==> src/rtl/j_pulse_pkg.sv <==
// Shared register map, CTRL bit positions and JK next-state helper for j_pulse_gen.
package j_pulse_pkg;

  localparam int REG_CTRL         = 0;
  localparam int REG_PERIOD       = 1;
  localparam int REG_CH_BASE      = 2;

  localparam int CTRL_GEN_BIT     = 0;
  localparam int CTRL_CH_BASE_BIT = 1;

  function automatic logic jk_next(input logic q, input logic j, input logic k);
    logic r;
    case ({j, k})
      2'b10:   r = 1'b1;
      2'b01:   r = 1'b0;
      2'b11:   r = ~q;
      default: r = q;
    endcase
    return r;
  endfunction

endpackage

==> src/rtl/j_pulse_chan.sv <==
// One pulse channel: double-buffered RISE/FALL compares driving a JK output flop.
module j_pulse_chan
  import j_pulse_pkg::*;
#(
  parameter int WIDTH = 8
) (
  input  logic             i_clk,
  input  logic             i_reset,
  input  logic             i_load,
  input  logic             i_run,
  input  logic             i_wr_rise,
  input  logic             i_wr_fall,
  input  logic [WIDTH-1:0] i_wdata,
  input  logic [WIDTH-1:0] i_cnt,
  output logic [WIDTH-1:0] o_rise_sh,
  output logic [WIDTH-1:0] o_fall_sh,
  output logic             o_pulse
);

  logic [WIDTH-1:0] r_rise_sh, r_rise_act, r_fall_sh, r_fall_act;
  logic             r_pulse;
  logic [WIDTH-1:0] w_rise_nxt, w_fall_nxt;
  logic             w_start, w_stop;

  // A write landing on the load edge must reach the active copy too.
  assign w_rise_nxt = i_wr_rise ? i_wdata : r_rise_sh;
  assign w_fall_nxt = i_wr_fall ? i_wdata : r_fall_sh;
  assign w_start    = (i_cnt == r_rise_act);
  assign w_stop     = (i_cnt == r_fall_act);

  always_ff @(posedge i_clk or posedge i_reset) begin
    if (i_reset) begin
      r_rise_sh  <= '0;
      r_rise_act <= '0;
      r_fall_sh  <= '0;
      r_fall_act <= '0;
      r_pulse    <= 1'b0;
    end else begin
      r_rise_sh <= w_rise_nxt;
      r_fall_sh <= w_fall_nxt;
      if (i_load) begin
        r_rise_act <= w_rise_nxt;
        r_fall_act <= w_fall_nxt;
      end
      r_pulse <= i_run ? jk_next(r_pulse, w_start, w_stop) : 1'b0;
    end
  end

  assign o_rise_sh = r_rise_sh;
  assign o_fall_sh = r_fall_sh;
  assign o_pulse   = r_pulse;

endmodule

==> src/rtl/j_pulse_gen.sv <==
// Multi-channel pulse/PWM generator: shared period counter, CTRL/PERIOD regs, wrap strobe.
// Optional latched period interrupt enabled by defining PULSE_IRQ_EN.
module j_pulse_gen
  import j_pulse_pkg::*;
#(
  parameter int WIDTH    = 8,
  parameter int CHANNELS = 2,
  parameter int AW       = 4
) (
  input  logic                i_clk,
  input  logic                i_reset,
  input  logic                i_wr,
  input  logic [AW-1:0]       i_addr,
  input  logic [WIDTH-1:0]    i_wdata,
  output logic [WIDTH-1:0]    o_rdata,
  output logic [CHANNELS-1:0] o_pulse,
  output logic                o_wrap,
  output logic                o_irq,
  input  logic                i_irq_ack
);

  logic [WIDTH-1:0] r_ctrl, r_period_sh, r_period_act, r_cnt;
  logic             r_wrap;
  logic             w_en, w_at_end, w_load, w_wr_period;
  logic [WIDTH-1:0] w_period_nxt;
  logic [WIDTH-1:0] w_rise_sh [CHANNELS];
  logic [WIDTH-1:0] w_fall_sh [CHANNELS];

  assign w_en         = r_ctrl[CTRL_GEN_BIT];
  assign w_at_end     = (r_cnt == r_period_act);
  // Active copies track the shadows continuously while stopped, else only on wrap.
  assign w_load       = ~w_en | w_at_end;
  assign w_wr_period  = i_wr && (i_addr == AW'(REG_PERIOD));
  assign w_period_nxt = w_wr_period ? i_wdata : r_period_sh;

  always_ff @(posedge i_clk or posedge i_reset) begin
    if (i_reset) begin
      r_ctrl       <= '0;
      r_period_sh  <= '0;
      r_period_act <= '0;
      r_cnt        <= '0;
      r_wrap       <= 1'b0;
    end else begin
      if (i_wr && (i_addr == AW'(REG_CTRL))) r_ctrl <= i_wdata;
      r_period_sh <= w_period_nxt;
      if (w_load) r_period_act <= w_period_nxt;
      r_cnt  <= (w_en && !w_at_end) ? r_cnt + 1'b1 : '0;
      r_wrap <= w_en & w_at_end;
    end
  end

  for (genvar k = 0; k < CHANNELS; k++) begin : g_chan
    j_pulse_chan #(.WIDTH(WIDTH)) u_chan (
      .i_clk     (i_clk),
      .i_reset   (i_reset),
      .i_load    (w_load),
      .i_run     (w_en & r_ctrl[CTRL_CH_BASE_BIT + k]),
      .i_wr_rise (i_wr && (i_addr == AW'(REG_CH_BASE + 2*k))),
      .i_wr_fall (i_wr && (i_addr == AW'(REG_CH_BASE + 2*k + 1))),
      .i_wdata   (i_wdata),
      .i_cnt     (r_cnt),
      .o_rise_sh (w_rise_sh[k]),
      .o_fall_sh (w_fall_sh[k]),
      .o_pulse   (o_pulse[k])
    );
  end

  always_comb begin
    o_rdata = '0;
    if (i_addr == AW'(REG_CTRL))   o_rdata = r_ctrl;
    if (i_addr == AW'(REG_PERIOD)) o_rdata = r_period_sh;
    for (int k = 0; k < CHANNELS; k++) begin
      if (i_addr == AW'(REG_CH_BASE + 2*k))     o_rdata = w_rise_sh[k];
      if (i_addr == AW'(REG_CH_BASE + 2*k + 1)) o_rdata = w_fall_sh[k];
    end
  end

`ifdef PULSE_IRQ_EN
  logic r_irq;
  // A pending strobe wins over a simultaneous ack.
  always_ff @(posedge i_clk or posedge i_reset) begin
    if (i_reset) r_irq <= 1'b0;
    else         r_irq <= r_wrap | (r_irq & ~i_irq_ack);
  end
  assign o_irq = r_irq;
`else
  logic w_unused_irq_ack;
  assign w_unused_irq_ack = i_irq_ack;
  assign o_irq = 1'b0;
`endif

  assign o_wrap = r_wrap;

endmodule

==> config.mk <==
export PLATFORM = sky130hd
export DESIGN_NAME = j_pulse_gen
export DESIGN_NICKNAME = d
export VERILOG_FILES = /design/src/rtl/j_pulse_pkg.sv /design/src/rtl/j_pulse_chan.sv /design/src/rtl/j_pulse_gen.sv
export SDC_FILE = /design/constraint.sdc
export NUM_CORES = 1
export LEC_CHECK = 0
export ABC_AREA = 1
export ABC_CLOCK_PERIOD_IN_PS = 1800
export BUFFER_PORTS_ARGS = -buffer_cell sky130_fd_sc_hd__buf_2
export CAP_MARGIN = 20
export CORE_MARGIN = 2
export CORE_UTILIZATION = 54
export CTS_CLUSTER_DIAMETER = 80
export CTS_CLUSTER_SIZE = 8
export DETAILED_ROUTE_END_ITERATION = 10
export GPL_TIMING_DRIVEN = 0
export HOLD_SLACK_MARGIN = 0.12
export PLACE_DENSITY = 0.75
export SLEW_MARGIN = 20
export SYNTH_ARGS = -nofsm -noshare
export SYNTH_HDL_FRONTEND = slang
export SYNTH_HIERARCHICAL = 1
export SYNTH_SLANG_ARGS = --single-unit
==> constraint.sdc <==
create_clock -name i_clk -period 1.8 [get_ports i_clk]
set_clock_uncertainty 0.15 [all_clocks]
set_input_delay 0.18 -clock i_clk [delete_from_list [all_inputs] [get_ports i_clk]]
set_output_delay 0.18 -clock i_clk [all_outputs]
set_load 0.01 [all_outputs]
# Yosys cells after proc, flatten, opt, wreduce, memory -nomap -nowiden
# Index checks and enable logic that the tools add are counted.
[classes] add_sub_neg=1 eq_ne=18 n_mux=16 bitwise_logic=7 reduce_logical=9
[op_table] cell="2-to-1 mux 8 bit" count=12
[op_table] cell="== test 8 bit" count=5
[op_table] cell="adder 8 x 1 -> 8 bit (second input constant)" count=1
[op_table] cell="== test 2 bit (second input constant)" count=4
[op_table] cell="== test 4 x 2 -> 1 bit (second input constant)" count=2
[op_table] cell="== test 4 x 3 -> 1 bit (second input constant)" count=2
[op_table] cell="inequality test 4 x 1 -> 1 bit (second input constant)" count=2
[op_table] cell="logical AND 1 bit" count=7
[op_table] cell="case mux 1 bit (3 select lines)" count=2
[op_table] cell="== test 2 x 1 -> 1 bit (second input constant)" count=2
[op_table] cell="== test 4 x 1 -> 1 bit (second input constant)" count=1
[op_table] cell="logical NOT 4 bit" count=1
[op_table] cell="bitwise AND 1 bit" count=3
[op_table] cell="NOT 1 bit" count=3
[op_table] cell="2-to-1 mux 1 bit" count=2
[op_table] cell="logical NOT 1 bit" count=1
[op_table] cell="OR 1 bit" count=1
[totals] register_bits=99 in_bits=16 output_inout_bits=12 wordCells=66

# Depth between registers and ports, before layout
# Gate-level depths: netlist (run 1).
[depth] word_depth=7 ltp_mapped=12 mapped_depth_nobuf=9

# By module
# Netlist (run 1), hierarchy kept.
[modules_own_cells] module="j_pulse_chan" instances=2 cells_each=153 area_each_um2=1519.0 seq_area_each_um2=825.8
[modules_own_cells] module="j_pulse_gen" instances=1 cells_each=260 area_each_um2=1890.6 seq_area_each_um2=825.8

# Worst setup path after synthesis (run 1)
# Ideal clock, no wire load.
[synth_timing] kind="register to register" startpoint="reg r_cnt[3]" endpoint="reg g_chan[0].u_chan.r_fall_act[2]" setup_ns=0.125 arrival_ns=1.672 required_ns=1.525 setup_slack_ns=-0.147 path_stages_with_launch=9 path_buffers=2 period_less_slack_ns=1.947 path_cell_list="dfrtp_1 xnor2_1 nand2_1 nor2_1 nand2_1 nand2_4 buf_2 buf_2 mux2_4"
[synth_via] elab_chain_cells=2
[synth_lines] element="start: declaration" line_no="j_pulse_gen.sv:22" text="logic [WIDTH-1:0] r_ctrl, r_period_sh, r_period_act, r_cnt;"
[synth_lines] element="start signal: assignment" line_no="j_pulse_gen.sv:47" text="r_cnt <= (w_en && !w_at_end) ? r_cnt + 1'b1 : '0;"
[synth_lines] element="== test 8 bit" line_no="j_pulse_gen.sv:30" text="assign w_at_end = (r_cnt == r_period_act);"
[synth_lines] element="OR 1 bit" line_no="j_pulse_gen.sv:32" text="assign w_load = ~w_en | w_at_end;"
[synth_lines] element="named net w_load" line_no="j_pulse_gen.sv:24" text="logic w_en, w_at_end, w_load, w_wr_period;"
[synth_lines] element="end signal: assignment" line_no="j_pulse_chan.sv:43" text="r_fall_act <= w_fall_nxt;"
[synth_lines] element="end: declaration" line_no="j_pulse_chan.sv:20" text="logic [WIDTH-1:0] r_rise_sh, r_rise_act, r_fall_sh, r_fall_act;"
# The timed path passes the listed nets, and every way through them passes these cells.
# A chain may end at the register's enable or synchronous reset.

# Final worst setup path (run 1)
[layout_timing] startpoint="reg r_ctrl[0]" endpoint="out o_rdata[0]"
[layout_via] elab_chain_cells=6
[layout_lines] element="start: declaration" line_no="j_pulse_gen.sv:22"
[layout_lines] element="start signal: assignment" line_no="j_pulse_gen.sv:44" text="if (i_wr && (i_addr == AW'(REG_CTRL))) r_ctrl <= i_wdata;"
[layout_lines] element="2-to-1 mux 8 bit" line_no="j_pulse_gen.sv:70" text="if (i_addr == AW'(REG_CTRL)) o_rdata = r_ctrl;"
[layout_lines] element="2-to-1 mux 8 bit" line_no="j_pulse_gen.sv:71" text="if (i_addr == AW'(REG_PERIOD)) o_rdata = r_period_sh;"
[layout_lines] element="2-to-1 mux 8 bit" line_no="j_pulse_gen.sv:73" text="if (i_addr == AW'(REG_CH_BASE + 2*k)) o_rdata = w_rise_sh[k];"
[layout_lines] element="2-to-1 mux 8 bit" line_no="j_pulse_gen.sv:74" text="if (i_addr == AW'(REG_CH_BASE + 2*k + 1)) o_rdata = w_fall_sh[k];"
[layout_lines] element="2-to-1 mux 8 bit" line_no="j_pulse_gen.sv:73"
[layout_lines] element="2-to-1 mux 8 bit" line_no="j_pulse_gen.sv:74"
[layout_lines] element="end: declaration" line_no="j_pulse_gen.sv:15" text="output logic [WIDTH-1:0] o_rdata,"
# Every way passes these cells.

==> metrics.txt, run 1 <==
status=complete, no violations; H-tree levels=3; vias in the first global route=between 4,000 and 5,000; antenna-violating nets left=0; maximum vdd drop=0.556 mV; Num Clock Sinks=99; Slew headroom=0.539; Multi-input gate area=~2100 um^2; maximum achievable frequency=0.569 GHz; Root Buffer=clkbuf_8; Period minus WS final=1.76 ns; largest net degree at the start of global routing=34; Setup Crit Path Kind=reg -> out; Design Area, Final=roughly 5700 um^2; Final Cycle Share=0.976; Cell variety after synth=27; dpl cells=699; critical path endpoint category=output port; setup violators final=0; Die Height=99.5 um; initial antenna violation count=0; Critical R2R Capture=g_chan[0].u_chan/r_fall_act[6]$_DFFE_PP0P_; PD cells=1140 nW/um^2; CTS tree=done; first-pass GRT wire length=19.7 mm; Worst Hold Depth=4; Antenna Diode Count=0; worst-path fanout max=2; share of post-route cells with drive strength above 1=0.215; Overflow after GRT=0; post-synth net total=583; Seq cells post-synth=99; Port-buffer cells=25; Worst Path Arrival=1.43 ns; Syn Inst Count=566; Final GP Congestion=0.880; Initial Util=0.560; Critical Path RT=~1.5 ns; vias post-DR=4,024; Syn Area/Cell=8.71 um^2; clock slew at reported path FFs=0.09 ns; clock latency at the later pin of the worst-skew pair=0.37 ns; max cap viols=0; min-delay src=i_wr; R2R cell count=9; HP Class=in -> reg; clock buffer depth=2; Tot GR Track Use=0.257; yosys warns=6; fillers=722; Worst Tran Pin Value=0.690 ns; WL final=11.7 mm; 1st-iter DRT viols=238; Placed Area=slightly above 5000 um^2; Worst Setup SP=r_ctrl[0]$_DFFE_PP0P_; Area Overhead vs Synth=16.2%; Residual DRC=0; Via density=5.40; commonest cells after routing, fill and taps aside=178 x nand2_1, 90 x dfrtp_1, 61 x inv_1; CP startpoint kind=flip-flop; Leak=0.00283 uW; Hold Path End=r_ctrl[1]$_DFFE_PP0P_; Die X=99.5 um; nets@finish=649; post-layout util=0.650; Finished Layout Cells=745; number of CTS-inserted buffers=9; Syn Std Cell Area=4930 um^2; worst r2r src=r_cnt[1]$_DFF_PP0_; Core ar.=8810 um^2; FF/Latch Area=2490 um^2; reg2reg setup slack=0.06 ns; die area=9910 um^2; Final Max Slew Viols=0; routed length per placed instance=15.8 um; final HPWL from detailed placement=8.34 mm; commonest non-fill, non-tap cell in the layout=nand2_1; Ports=28; sequential share of the synthesized area=0.503; cell row count=34; drt pass-1 iters=5; Final Hold Viols=0
==> flip-flops by register name, summed over array words and instances (netlist names) <==
| signal | cells |
|---|---|
| r_ctrl | 8 |
| g_chan.u_chan/r_fall_act | 16 |
| o_wrap | 1 |
| r_period_sh | 8 |
| g_chan.u_chan/o_pulse | 2 |
| g_chan.u_chan/r_rise_act | 16 |
| g_chan.u_chan/o_rise_sh | 16 |
| r_period_act | 8 |
| g_chan.u_chan/o_fall_sh | 16 |
| r_cnt | 8 |
==> area by class of cell <==
type | instances | share of cell area
multi-input cells | 380 | 0.366
inverters | 69 | 0.0459
clock buffers | 13 | 0.0242
well taps | 108 | 0.0236
repair buffers | 56 | 0.0682
plain buffers | 17 | 0.0306
flip-flops and latches | 99 | 0.434
clock inverters | 3 | 0.00699
==> power by group <==
group          switching, uW  internal, uW  total, uW
Sequential               338          2800       3140
Clock                    748           642       1390
Combinational           1080           893       1980
==> worst max path at each step <==
| stage | end | slack, ns |
|---|---|---|
| finish | o_rdata[0] | 0.04 |
| floorplan | g_chan[0].u_chan/r_fall_act[2]$_DFFE_PP0P_ | -0.02 |
| global placement | g_chan[1].u_chan/r_rise_act[6]$_DFFE_PP0P_ | -0.42 |
| CTS | o_rdata[0] | 0.02 |
| detailed placement | g_chan[0].u_chan/r_rise_act[2]$_DFFE_PP0P_ | -0.43 |
| global route | o_rdata[0] | -0.01 |
==> synthesized netlist by cell type <==
master	instances	area share
nand2_1	178	0.14
dfrtp_1	99	0.50
inv_1	67	0.051
o21ai_0	40	0.041
nand3_1	37	0.038
nor2_1	28	0.021
mux2_2	24	0.055
a21oi_1	17	0.017
mux2_4	16	0.049
xnor2_1	12	0.021
buf_2	8	0.0081
nand4_1	8	0.010
buf_6	5	0.011
nor3_1	5	0.0051
xor2_1	4	0.0071
clkbuf_1	3	0.0023
nor2_4	3	0.0069
nand2_4	2	0.0046
o21a_2	2	0.0036
buf_1	1	0.00076
buf_4	1	0.0015
clkinv_1	1	0.00076
conb_1	1	0.00076
ha_1	1	0.0025
inv_2	1	0.00076
nor2_2	1	0.0013
o21a_1	1	0.0015
==> critical path: stages (launching register included) <==
cell	delay, ns
dfrtp_2	0.41
inv_1	0.08
o21ai_0	0.11
a21oi_1	0.15
nand4_1	0.14
buf_2	0.17
==> timing repair <==
action / CTS / global route
gates cloned: 0 / 0
pin swaps: 1 / 4
gates resized for setup: 15 / 19
hold endpoints to repair: 164 / 0
setup endpoints to repair: 36 / 40
buffers inserted: 13 / 5
hold buffers: 13 / 0
==> per-stage QoR <==
step	TNS (ns)	setup WS, ns	total power [uW]	hold WS (ns)
2_1_floorplan	-0.142	-0.0178	4450	0.159
3_3_place_gp	-12.80	-0.425	4860	0.318
3_5_place_dp	-13.97	-0.429	4940	0.227
4_1_cts	0	0.0154	6420	0.182
5_1_grt	-0.0148	-0.00974	6940	0.234
6_report	0	0.0434	6510	0.189
==> cell families after synthesis <==
group	after synthesis	synth area share
adders and majority gates	1	0.00254
other	1	0.000761
and+or+nand+nor	262	0.222
xor gates and xnor gates	16	0.0284
DFF	99	0.503
buffers and inverters	87	0.0767
AOI/OAI and AO/OA	60	0.0630
muxes	40	0.104
==> metal layers <==
metal  vias up  global-route usage  wire [um]
li1       1924                   -          -
met1      1947               0.362       5360
met2       123               0.399       5540
met3        30              0.0422        506
met4         0               0.103        328
met5         -                   0          0
Note: power is estimated with default switching activity, not from simulation.
==> inputs of run 2 (changes only) <==
--- a/config.mk
+++ b/config.mk
@@ -11,11 +11,9 @@
 export CAP_MARGIN = 20
 export CORE_MARGIN = 2
-export CORE_UTILIZATION = 54
+export CORE_UTILIZATION = 40
 export CTS_CLUSTER_DIAMETER = 80
 export CTS_CLUSTER_SIZE = 8
 export DETAILED_ROUTE_END_ITERATION = 10
 export GPL_TIMING_DRIVEN = 0
-export HOLD_SLACK_MARGIN = 0.12
-export PLACE_DENSITY = 0.75
 export SLEW_MARGIN = 20
 export SYNTH_ARGS = -nofsm -noshare
--- a/constraint.sdc
+++ b/constraint.sdc
@@ -3,3 +3,3 @@
 set_input_delay 0.18 -clock i_clk [delete_from_list [all_inputs] [get_ports i_clk]]
 set_output_delay 0.18 -clock i_clk [all_outputs]
-set_load 0.01 [all_outputs]
+set_load 0.05 [all_outputs]
==> metrics.txt, run 2 (synthesized netlist as in run 1, its figures left out) <==
maximum vdd drop=about 0.5 mV; Initial Util=0.410; worst-path cell chain=xnor2_2 > nand2_1 > nor2_2 > nand2_2 > nand2_4 > buf_12 > mux2_4; Design Area, Final=~6000 um^2; Num Clock Sinks=99; setup violators final=0; final HPWL from detailed placement=roughly 9.0 mm; worst-path fanout max=9; Final Cycle Share=0.986; WL final=12.5 mm; min-delay src=i_wdata[4]; critical path endpoint category=flip-flop; Die Height=115 um; antenna-violating nets left=0; Final Worst Setup Slack=0.0257 ns; CP bufs+invs=1; Antenna Diode Count=0; Tot GR Track Use=0.206; clock latency at the later pin of the worst-skew pair=0.35 ns; worst r2r src=r_cnt[3]$_DFF_PP0_; status=complete, no violations; Period minus WS final=1.77 ns; max incr delay on CP=between 0.4 and 0.5 ns; nets@finish=637; Residual DRC=0; Setup Crit Path Kind=reg -> reg; Worst Tran Pin Value=0.723 ns; CP startpoint kind=flip-flop; first-pass GRT wire length=20.4 mm; routed length per placed instance=16.2 um; Worst Path Arrival=1.86 ns; Final Max Slew Viols=0; Final GP Congestion=just under 0.8; maximum achievable frequency=0.564 GHz; Multi-input gate area=2130 um^2; Worst Hold Depth=3; Core ar.=approximately 12,000 um^2; dpl ws=-0.514 ns; delay-heaviest family, CP=flip-flops; Root Buffer=clkbuf_16; HP Class=in -> reg; dpl cells=around 740; initial antenna violation count=0; Slew headroom=0.517; drt pass-1 iters=4; Port-buffer cells=25; Hold Path End=r_period_sh[4]$_DFF_PP0_; Placed Area=around 5200 um^2; slowest CP cell=dfrtp_2; Die X=115 um; Via density=4.99; share of post-route cells with drive strength above 1=0.232; Overflow after GRT=0; 1st-iter DRT viols=270; Critical R2R Capture=g_chan[1].u_chan/r_fall_act[3]$_DFFE_PP0P_; PD cells=approximately 1200 nW/um^2; vias in the first global route=roughly 3,900; R2R cell count=7; Leak=0.00287 uW; Finished Layout Cells=772; cell row count=40; RSZ-0062 raised after global routing=true; number of CTS-inserted buffers=9; Critical Path RT=1.88 ns; FF/Latch Area=2490 um^2; fillers=between 1,000 and 1,500; Final Hold Viols=0; reg2reg setup slack=approximately 0.026 ns; clock buffer depth=2; vias post-DR=a little under 4,000; H-tree levels=3; largest net degree at the start of global routing=34; die area=13,200 um^2; CTS tree=done; max cap viols=0; Ports=28; Area Overhead vs Synth=19.6%; commonest non-fill, non-tap cell in the layout=nand2_1; commonest cells after routing, fill and taps aside=175 x nand2_1, 90 x dfrtp_1, 62 x inv_1; clock slew at reported path FFs=0.07 ns
run 2: power by group:
| part | internal, uW | total (uW) | switching [uW] |
|---|---|---|---|
| registers | 2810 | 3150 | 340 |
| clock network | 1290 | 2120 | 828 |
| logic | 888 | 2040 | 1150 |
run 2: layer usage:
layer | track usage | wire length (um) | up-vias
li1 | - | - | 1902
met1 | 0.292 | 5960 | 1863
met2 | 0.311 | 5730 | 73
met3 | 0.0369 | 526 | 13
met4 | 0.0924 | 252 | 0
met5 | 0 | 0 | -
run 2: worst max-delay path by stage:
stage	slack, ns	from	endpoint	cells past startpoint
3_5_place_dp	-0.51	r_cnt[7]$_DFF_PP0_	g_chan[1].u_chan/r_rise_act[0]$_DFFE_PP0P_	10
5_1_grt	-0.04	r_cnt[6]$_DFF_PP0_	g_chan[1].u_chan/r_rise_act[0]$_DFFE_PP0P_	11
4_1_cts	-0.007	r_cnt[6]$_DFF_PP0_	g_chan[1].u_chan/r_rise_act[0]$_DFFE_PP0P_	10
6_report	0.03	r_cnt[3]$_DFF_PP0_	g_chan[1].u_chan/r_fall_act[3]$_DFFE_PP0P_	7
2_1_floorplan	-0.02	r_cnt[3]$_DFF_PP0_	g_chan[0].u_chan/r_fall_act[2]$_DFFE_PP0P_	8
3_3_place_gp	-0.46	i_addr[0]	g_chan[1].u_chan/r_rise_act[6]$_DFFE_PP0P_	8
run 2: layout make-up:
class | count | area share
plain buffers | 17 | 0.0295
repair buffers | 44 | 0.0558
well taps | 147 | 0.0312
multi-input cells | 380 | 0.361
clock buffers | 12 | 0.0435
clock inverters | 4 | 0.0123
inverters | 69 | 0.0439
flip-flops and latches | 99 | 0.422
run 2: repair_timing:
item                                    CTS  global route
gates cloned                              0             0
setup buffers                             8             7
hold buffers                              4             0
endpoints found under the setup margin   40            40
pin swaps                                 2             8
resized for setup                        29            34
endpoints found under the hold margin   102             0
run 2: worst min-delay path: stages:
cell,delay (ns)
buf_2,0.15
nand2_1,0.07
nand2_1,0.06
run 2: metrics by stage:
stage	setup TNS (ns)	total power [uW]	hold WS, ns	util
after global placement	-16.89	4970	0.317	0.437
after global routing	-0.411	7800	0.0183	0.491
after floorplan	-0.142	4530	0.159	-
after CTS	-0.0252	7250	0.00340	0.478
after detailed placement	-18.11	5040	0.212	0.437
final	0	7310	0.0101	0.491
==> inputs of run 3 (changes only) <==
- ABC_AREA: 1 -> 0
==> metrics.txt, run 3 <==
final HPWL from detailed placement=approximately 8 mm; clock slew at reported path FFs=0.07 ns; Post-synth EDFFs=0; Tot GR Track Use=0.191; HP Class=in -> reg; Die Height=115 um; maximum vdd drop=0.602 mV; Main synth FF type=dfrtp_1; 1st-iter DRT viols=between 150 and 200; CP startpoint kind=flip-flop; Period minus WS final=2.14 ns; cell row count=40; met1 usage in global routing=0.283; commonest non-fill, non-tap cell in the layout=dfrtp_1; Final Worst Setup Slack=-0.339 ns; Critical Path RT=approximately 1.9 ns; GR peak layer=met1; initial antenna violation count=0; routed length per placed instance=19.9 um; Root Buffer=clkbuf_16; Leak=0.00276 uW; nets@finish=443; met3 Track Usage GR=0.0497; dpl cells=approximately 560; commonest cells after routing, fill and taps aside=90 x dfrtp_1, 66 x mux2_4, 31 x xnor2_1; CTS tree=done; Clk pwr share=0.237; Syn Inst Count=365; max cap viols=0; die area=around 13,000 um^2; PD cells=between 1000 and 1500 nW/um^2; grt met2 use=0.277; violated checks=setup timing; sw power=2440 uW; Seq cells post-synth=between 90 and 100; sequential share of the synthesized area=0.499; Setup Crit Path Kind=reg -> reg; first-pass GRT wire length=about 18 mm; share of post-route cells with drive strength above 1=0.519; number of CTS-inserted buffers=9; Setup TNS=-11.09 ns; worst-path fanout max=5; Residual DRC=0; yosys warns=6; async set or reset register ratio after synthesis=1.00; Port-buffer cells=22; Final Max Slew Viols=0; Initial Util=0.412; Int Power=5700 uW; Worst Path Arrival=2.22 ns; dpl ws=-0.972 ns; Area Overhead vs Synth=24.9%; status=finished, violations left; Ports=28; H-tree levels=3; Cell variety after synth=35; cell taking the most area after synthesis=dfrtp_1; Switching Share=0.300; Antenna Diode Count=0; Finished Layout Cells=~600; Slew headroom=0.525; Overflow after GRT=0; Logic pwr share=0.349; Final GP Congestion=around 0.8; Min Hold Slack=~0.048 ns; Worst Tran Pin Value=between 0.7 and 0.8 ns; critical path endpoint category=flip-flop; post-synth net total=382; Num Clock Sinks=99; share of the synthesized area in the top cell type=0.499; drt pass-1 iters=5; top cells by count, synth=99 x dfrtp_1, 65 x mux2_4, 33 x xnor2_1, 23 x mux2_2, 16 x nand2_1; antenna-violating nets left=0; clock latency at the later pin of the worst-skew pair=~0.34 ns; Design Area, Final=6200 um^2; Final Hold Viols=0; vias post-DR=3,025; setup violators final=42; part of the power in registers=0.414; vias in the first global route=3,137; Final Cycle Share=1.19; most common cell in the synthesized netlist=dfrtp_1; maximum achievable frequency=between 0.4 and 0.5 GHz; Core ar.=about 12,000 um^2; largest net degree at the start of global routing=34; Die X=115 um; Placed Area=5410 um^2; WL final=11.9 mm; Syn Area/Cell=13.6 um^2; RSZ-0062 raised after global routing=true; Synth area leaders=dfrtp_1 50%, mux2_4 20%, xnor2_1 5.8%; clock buffer depth=2; Syn Std Cell Area=around 5000 um^2; Via density=5.06
## run 3: cell count changes after synthesis, sizes merged, moves of 21 or more
cell   change
mux2      +48
xnor2     +21
o21ai     -30
inv       -63
nand2    -164
nand3     -30
## run 3: worst paths after layout
kind | slack, ns | to | from | cells past startpoint
min reg2reg | 0.36 | r_ctrl[7]$_DFFE_PP0P_ | r_ctrl[7]$_DFFE_PP0P_ | 1
max | -0.34 | g_chan[0].u_chan/r_rise_act[1]$_DFFE_PP0P_ | r_cnt[7]$_DFF_PP0_ | 7
max reg2reg | -0.34 | g_chan[0].u_chan/r_rise_act[1]$_DFFE_PP0P_ | r_cnt[7]$_DFF_PP0_ | 7
min | 0.05 | g_chan[0].u_chan/o_rise_sh[4]$_DFF_PP0_ | i_wdata[4] | 2
min in group asynchronous | 0.39 | g_chan[1].u_chan/o_rise_sh[6]$_DFF_PP0_ | i_reset | 3
max in group asynchronous | 0.61 | r_ctrl[0]$_DFFE_PP0P_ | i_reset | 3
## run 3: stage by stage
step	power, uW	util
CTS	8080	0.502
global route	8590	0.514
floorplan	5320	-
global placement	5770	0.448
detailed placement	5820	0.448
finish	8150	0.514
## run 3: layer usage
metal  vias up  routed length [um]  share of wire
met5         -                   0              0
met4         0                 192          0.016
met3        13                 549          0.046
met2        53                5190           0.44
met1      1558                5950           0.50
li1       1401                   -              -
## run 3: critical path, cell delays in order (launching register included)
cell,delay (ns)
dfrtp_2,0.44
xnor2_1,0.14
nand2_1,0.12
o41ai_4,0.41
buf_6,0.19
buf_8,0.13
clkbuf_16,0.15
mux2_4,0.29
## run 3: repair_timing
action                     CTS  global route
pin swaps                    7            17
hold endpoints to repair    99             0
setup buffers               20             5
cloned                       0             2
setup endpoints to repair   56            56
gates resized for setup     52            13
hold buffers                 1             0
## run 3: cell families after synthesis
family                   Yosys count  synth area share
buffers and inverters             23            0.0292
flip-flops                        99             0.499
multiplexers                      98             0.274
AO/OA/AOI/OAI                     31            0.0413
XOR/XNOR                          46            0.0811
other                              1          0.000755
AND/OR/NAND/NOR                   66            0.0723
adder cells (fa/ha/maj)            1           0.00252
## run 3: layout make-up
cell class	instances	area, um^2
inverters	5	18.8
flip-flops and latches	99	2490
multi-input cells	243	2570
plain buffers	18	183
clock inverters	4	51.3
fillers	1027	5860
repair buffers	50	439
clock buffers	11	243
well taps	168	210
## run 3: power by group through the flow
| stage | logic (uW) | registers [uW] | clock network [uW] |
|---|---|---|---|
| 2_1_floorplan | 2020 | 3300 | 0 |
| 3_3_place_gp | 2350 | 3430 | 0 |
| 3_5_place_dp | 2380 | 3440 | 0 |
| 4_1_cts | 2750 | 3360 | 1980 |
| 5_1_grt | 3040 | 3460 | 2090 |
| 6_report | 2840 | 3380 | 1930 |
